**config.mk**
```make
export PLATFORM = sky130hd
export DESIGN_NAME = fetch_unit
export DESIGN_NICKNAME = d
export VERILOG_FILES = /design/src/rtl/fetch_unit.sv
export SDC_FILE = /design/constraint.sdc
export NUM_CORES = 1
export LEC_CHECK = 0
export CORE_AREA = 3 3 232 234
export CTS_CLUSTER_DIAMETER = 40
export DETAILED_ROUTE_END_ITERATION = 8
export DIE_AREA = 0 0 235 237
export GPL_TIMING_DRIVEN = 0
export PLACE_DENSITY = 0.66
export SYNTH_ARGS = -nofsm -noshare
export SYNTH_HDL_FRONTEND = slang
export SYNTH_SLANG_ARGS = --single-unit
```
**constraint.sdc**
```tcl
create_clock -name clk -period 9.7 [get_ports clk]
set_input_delay 2.91 -clock clk [delete_from_list [all_inputs] [get_ports clk]]
set_output_delay 2.91 -clock clk [all_outputs]
set_load 0.05 [all_outputs]
```
**src/rtl/fetch_unit.sv**
```systemverilog
// Decoupled instruction-fetch front end: credit-limited IMEM requests, in-order tag tracking,
// and a {pc, instr} fetch buffer drained by decode. Define FETCH_BYPASS_EN for same-cycle bypass.
module fetch_unit #(
    parameter int unsigned      XLEN            = 64,
    parameter int unsigned      ILEN            = 32,
    parameter int unsigned      FIFO_DEPTH      = 4,
    parameter int unsigned      MAX_OUTSTANDING = 2,
    parameter logic [XLEN-1:0]  RESET_PC        = '0
) (
    input  logic            clk,
    input  logic            rst,
    output logic            imem_req_valid,
    input  logic            imem_req_ready,
    output logic [XLEN-1:0] imem_req_addr,
    input  logic            imem_rsp_valid,
    input  logic [ILEN-1:0] imem_rsp_data,
    input  logic            redirect_valid,
    input  logic [XLEN-1:0] redirect_pc,
    output logic            if_valid,
    input  logic            if_ready,
    output logic [ILEN-1:0] if_instr,
    output logic [XLEN-1:0] if_pc
);

    localparam int unsigned PTR_W = (FIFO_DEPTH > 1) ? $clog2(FIFO_DEPTH) : 1;
    localparam int unsigned CNT_W = $clog2(FIFO_DEPTH + 1);
    localparam int unsigned TAG_W = (MAX_OUTSTANDING > 1) ? $clog2(MAX_OUTSTANDING) : 1;
    localparam int unsigned OUT_W = $clog2(MAX_OUTSTANDING + 1);

    logic [XLEN-1:0]  fetch_pc;

    logic [XLEN-1:0]  tag_mem [MAX_OUTSTANDING];
    logic [TAG_W-1:0] tag_wr_ptr;
    logic [TAG_W-1:0] tag_rd_ptr;
    logic [OUT_W-1:0] outstanding;
    logic [OUT_W-1:0] drop;

    logic [XLEN-1:0]  buf_pc    [FIFO_DEPTH];
    logic [ILEN-1:0]  buf_instr [FIFO_DEPTH];
    logic [PTR_W-1:0] rd_ptr;
    logic [PTR_W-1:0] wr_ptr;
    logic [CNT_W-1:0] fifo_count;

    logic             req_fire;
    logic             rsp_fire;
    logic             rsp_live;
    logic             fifo_empty;
    logic             bypass_avail;
    logic             bypass_take;
    logic             fifo_push;
    logic             fifo_pop;
    logic [XLEN-1:0]  tag_pc;
    logic [CNT_W:0]   credit_used;
    logic             unused_ok;

    function automatic logic [TAG_W-1:0] tag_next(input logic [TAG_W-1:0] p);
        if (p == TAG_W'(MAX_OUTSTANDING - 1)) begin
            return '0;
        end
        return p + TAG_W'(1);
    endfunction

    // Live responses plus buffered entries must always fit, so every response has a slot.
    assign credit_used = {1'b0, fifo_count} + (CNT_W+1)'(outstanding) - (CNT_W+1)'(drop);

    assign imem_req_valid = rst && !redirect_valid
                            && (outstanding < OUT_W'(MAX_OUTSTANDING))
                            && (credit_used < (CNT_W+1)'(FIFO_DEPTH));
    assign imem_req_addr  = fetch_pc;
    assign req_fire       = imem_req_valid && imem_req_ready;

    // Responses with nothing in flight are protocol violations and are ignored.
    assign rsp_fire   = rst && imem_rsp_valid && (outstanding != '0);
    assign rsp_live   = rsp_fire && (drop == '0) && !redirect_valid;
    assign tag_pc     = tag_mem[tag_rd_ptr];
    assign fifo_empty = (fifo_count == '0);

`ifdef FETCH_BYPASS_EN
    assign bypass_avail = rsp_live && fifo_empty;
`else
    assign bypass_avail = 1'b0;
`endif

    assign bypass_take = bypass_avail && if_ready;
    assign fifo_push   = rsp_live && !bypass_take;
    assign fifo_pop    = !fifo_empty && if_ready;
    assign if_valid    = !fifo_empty || bypass_avail;

    always_comb begin
        if_pc    = '0;
        if_instr = '0;
        if (!fifo_empty) begin
            if_pc    = buf_pc[rd_ptr];
            if_instr = buf_instr[rd_ptr];
        end else if (bypass_avail) begin
            if_pc    = tag_pc;
            if_instr = imem_rsp_data;
        end
    end

    always_ff @(posedge clk) begin
        if (!rst) begin
            fetch_pc    <= RESET_PC;
            tag_wr_ptr  <= '0;
            tag_rd_ptr  <= '0;
            outstanding <= '0;
            drop        <= '0;
            rd_ptr      <= '0;
            wr_ptr      <= '0;
            fifo_count  <= '0;
        end else begin
            if (redirect_valid) begin
                fetch_pc <= {redirect_pc[XLEN-1:2], 2'b00};
            end else if (req_fire) begin
                fetch_pc <= fetch_pc + XLEN'(4);
            end

            if (req_fire) begin
                tag_wr_ptr <= tag_next(tag_wr_ptr);
            end
            if (rsp_fire) begin
                tag_rd_ptr <= tag_next(tag_rd_ptr);
            end
            outstanding <= outstanding + OUT_W'(req_fire) - OUT_W'(rsp_fire);

            // Everything still in flight at a redirect belongs to the old path.
            if (redirect_valid) begin
                drop <= outstanding - OUT_W'(rsp_fire);
            end else if (rsp_fire && (drop != '0)) begin
                drop <= drop - OUT_W'(1);
            end

            if (redirect_valid) begin
                rd_ptr     <= '0;
                wr_ptr     <= '0;
                fifo_count <= '0;
            end else begin
                if (fifo_push) begin
                    wr_ptr <= wr_ptr + PTR_W'(1);
                end
                if (fifo_pop) begin
                    rd_ptr <= rd_ptr + PTR_W'(1);
                end
                fifo_count <= fifo_count + CNT_W'(fifo_push) - CNT_W'(fifo_pop);
            end
        end
    end

    always_ff @(posedge clk) begin
        if (req_fire) begin
            tag_mem[tag_wr_ptr] <= fetch_pc;
        end
        if (fifo_push) begin
            buf_pc[wr_ptr]    <= tag_pc;
            buf_instr[wr_ptr] <= imem_rsp_data;
        end
    end

    assign unused_ok = ^redirect_pc[1:0];

    a_fifo_bound: assert property (@(posedge clk) disable iff (!rst)
        fifo_count <= CNT_W'(FIFO_DEPTH));
    a_drop_bound: assert property (@(posedge clk) disable iff (!rst)
        drop <= outstanding);

endmodule

```
==> impl_metrics.ini <==
[status]
status = finished, final reports clean

[detailed_routing]
routedWlPerCell_um = 24.1
drc_errors = 0
first_pass_iters = 5
ant_nets = 0
vias = 13800
wirelength_mm = 60.0
viasPerCell = 5.56
drt_iter0_markers = 1117

[cells_and_area]
mostFrequentLayoutCell = edfxtp_1
drive_above_1_share_pct = 18.1
area_delta_synth_final_pct = 27.5
num-nets-final = 1847
nFillCells = 4108
stdcell_area_um2 = 29600
most-common-layout-cells = 500 x edfxtp_1, 257 x clkdlybuf4s50_1, 102 x and2_1

[critical_path]
cpLargestDelayFamily = buffers and inverters
cpPeakStageDelay_ns = 0.94
r2r-end = tag_mem[0][37]$_DFFE_PP_
rrSetupSlack_ns = 5.20
rr_startpoint = outstanding[1]$_SDFF_PN0_
cp.buffers_inverters = 4
worst_ep_arrival_time_ns = 5.79
timing_worst_setup_path_type = in2out
end_kind = output pin
crit_chain = clkdlybuf4s50_1 -> clkinv_1 -> clkbuf_1 -> nand3_1 -> nor4_1 -> clkdlybuf4s50_1
path_max_fanout = 10
critPathRequiredTime_ns = 6.79
r2r_cells = 12
slowest_stage = clkdlybuf4s50_1
start_kind = input pin
path_common_cell = clkdlybuf4s50_1
path_depth = 6

[logic_synthesis]
synth_compound_area_share_pct = 3.57
ys_seq_area_share_pct = 71.5
synth_fa_ha_area_share_pct = 0.928
synth.yosys.warnings = 0
muxShareOfSynthArea_pct = 12.2
synth_cell_types = 58
yosys.area_share.simple_pct = 8.08
synth_top_area_cell = edfxtp_1
synthArstFlopShare_pct = 0
syn_inst = 1379
avgSynthCellArea_um2 = 16.8
synth_edf_count = 500
synth_xor_area_share_pct = 1.96
synth_top_family_by_area = multiplexers
synth_seq_cells = 578
synth_top_area_share_pct = 64.7
synth_area_um2 = 23200
ys_top_cells_by_area = edfxtp_1 65%, mux4_2 9.1%, dfxtp_1 6.7%, mux2_2 3.1%, and2_1 2.9%
synth_flop_cell = edfxtp_1

[timing]
period_needed_ns = 8.70
fin_crit_sh_pct = 89.7
setup_violations = 0
final_max_slew_viol_count = 0
rsz0062_at_grt = false
tightest_slew_ns = 1.29
skew_ns = 0.0170
holdWs_ns = 0.506
fmax_mhz = 115
hold_viol_final = 0
slew_headroom_pct = 13.8

[min_path]
whs_endpoint = wr_ptr[1]$_SDFFE_PP0P_
worstHoldStart = wr_ptr[1]$_SDFFE_PP0P_
hold_class = reg2reg
min_path_cells = 2

[clock_tree]
clkTransAtPathRegs_ns = 0.05
post_cts_buffers = 0
cts_tree = done
clockBufferDepth = 3
clk_latency_ns = 0.61
numClockSinks = 578
ctsHoldBuffers = 0
postCtsResizedCells = 0
cts.htree.levels = 3
cts_root_buffer = clkbuf_16
cts_buffers = 81

[global_routing]
overflow = 0
grt_max_degree = 53
grt_pass1_vias = 14100
grt_usage_pct = 21.4
antenna_found_initial = 4
grt_pass1_wl_mm = 89.6

[floorplanning]
io_pins = 264
start_util_pct = 44.4
core_area_um2 = 52200
fp.dieW_um = 235
die_h_um = 237
rows = 84
die_area_um2 = 55700

[placement]
port_buffers = 257
dp.final_hpwl_mm = 39.3
place_congestion = 0.906
placed_cell_area_um2 = 26800

[power_and_ir_drop]
power.leakage_nw = 9.41
ir_drop_uv = 132
power.density_nw_per_um2 = 210

[job]
cap_violations = 0
==> registers in the layout, indices dropped and copies added (netlist names), 3 cells and up, named ones only <==
register and count:
fifo_count 3, imem_req_addr 62, buf_instr 128, tag_mem 124
buf_pc 248
==> Yosys cell counts, types with 3 or more instances <==
cell type  count
edfxtp_1     500
and2_1       107
mux4_2        94
dfxtp_1       78
mux2_2        63
a21oi_1       60
clkbuf_1      58
o21ai_0       49
nand2_1       43
nand3_1       33
xnor2_1       32
nor2_1        30
nand4_1       28
inv_1         25
nor3_1        20
xor2_1        20
and3_1        16
nor4_1        15
ha_1          14
buf_1         12
a31oi_1       10
and4_1         9
or3_1          5
buf_4          4
nand4b_1       4
a211oi_1       3
a41oi_1        3
buf_2          3
nor4_2         3
o21a_1         3
==> metrics by stage <==
stage	util, %	power, mW	cells	TNS [ns]	setup slack (ns)
final	56.6	6.22	2487	0	1.00
after detailed placement	51.4	3.32	2334	0	1.10
after global placement	51.0	3.31	2327	-48.36	-0.791
after floorplan	-	3.12	1382	0	2.00
after CTS	56.6	6.27	2484	0	1.07
after global routing	56.6	6.40	2487	0	0.971
==> kinds of logic (layout without fill, tap and decap cells) <==
family                     after synthesis  after routing
adders and majority gates               16             16
muxes                                  157            157
other                                    1              7
DFF                                    578            578
and+or+nand+nor                        324            324
xor gates and xnor gates                52             52
AOI/OAI and AO/OA                      146            146
buffers and inverters                  105            519
==> worst max-delay path by stage <==
stage / endpoint / startpoint
detailed placement: imem_req_valid / redirect_valid
global placement: tag_mem[0][41]$_DFFE_PP_ / redirect_valid
global route: imem_req_valid / redirect_valid
floorplan: imem_req_valid / redirect_valid
CTS: imem_req_valid / redirect_valid
finish: imem_req_valid / redirect_valid
==> where the power goes <==
group,total (mW),internal [mW],switching [mW],leakage [nW]
Sequential,2.83,2.78,0.0507,5.17
Clock,2.94,1.81,1.13,1.32
Combinational,0.446,0.167,0.279,2.92
==> area by class of cell <==
type	instances	area [µm²]	share of cell area, %
Antenna cell	3	7.51	0.0254
Buffer	77	308	1.04
Clock buffer	94	2160	7.31
Clock inverter	56	578	1.95
Inverter	28	105	0.355
Multi-Input combinational cell	699	6230	21.1
Sequential cell	578	16600	56.1
Tap cell	688	861	2.91
Timing Repair Buffer	264	2740	9.27
==> per-layer routing <==
layer	share of wire [%]	vias up	GRT usage, %	routed length [µm]
li1	-	6121	-	-
met4	2.8	0	7.75	1670
met5	0	-	0	0
met2	47	614	33.2	28000
met3	8.7	109	5.86	5240
met1	42	6976	29.3	25100
==> worst min-delay path, stage by stage, from the launching register on <==
cell	delay [ns]
dfxtp_1	0.33
nand2_1	0.07
a21oi_1	0.06
(Power assumes the default switching activity.)
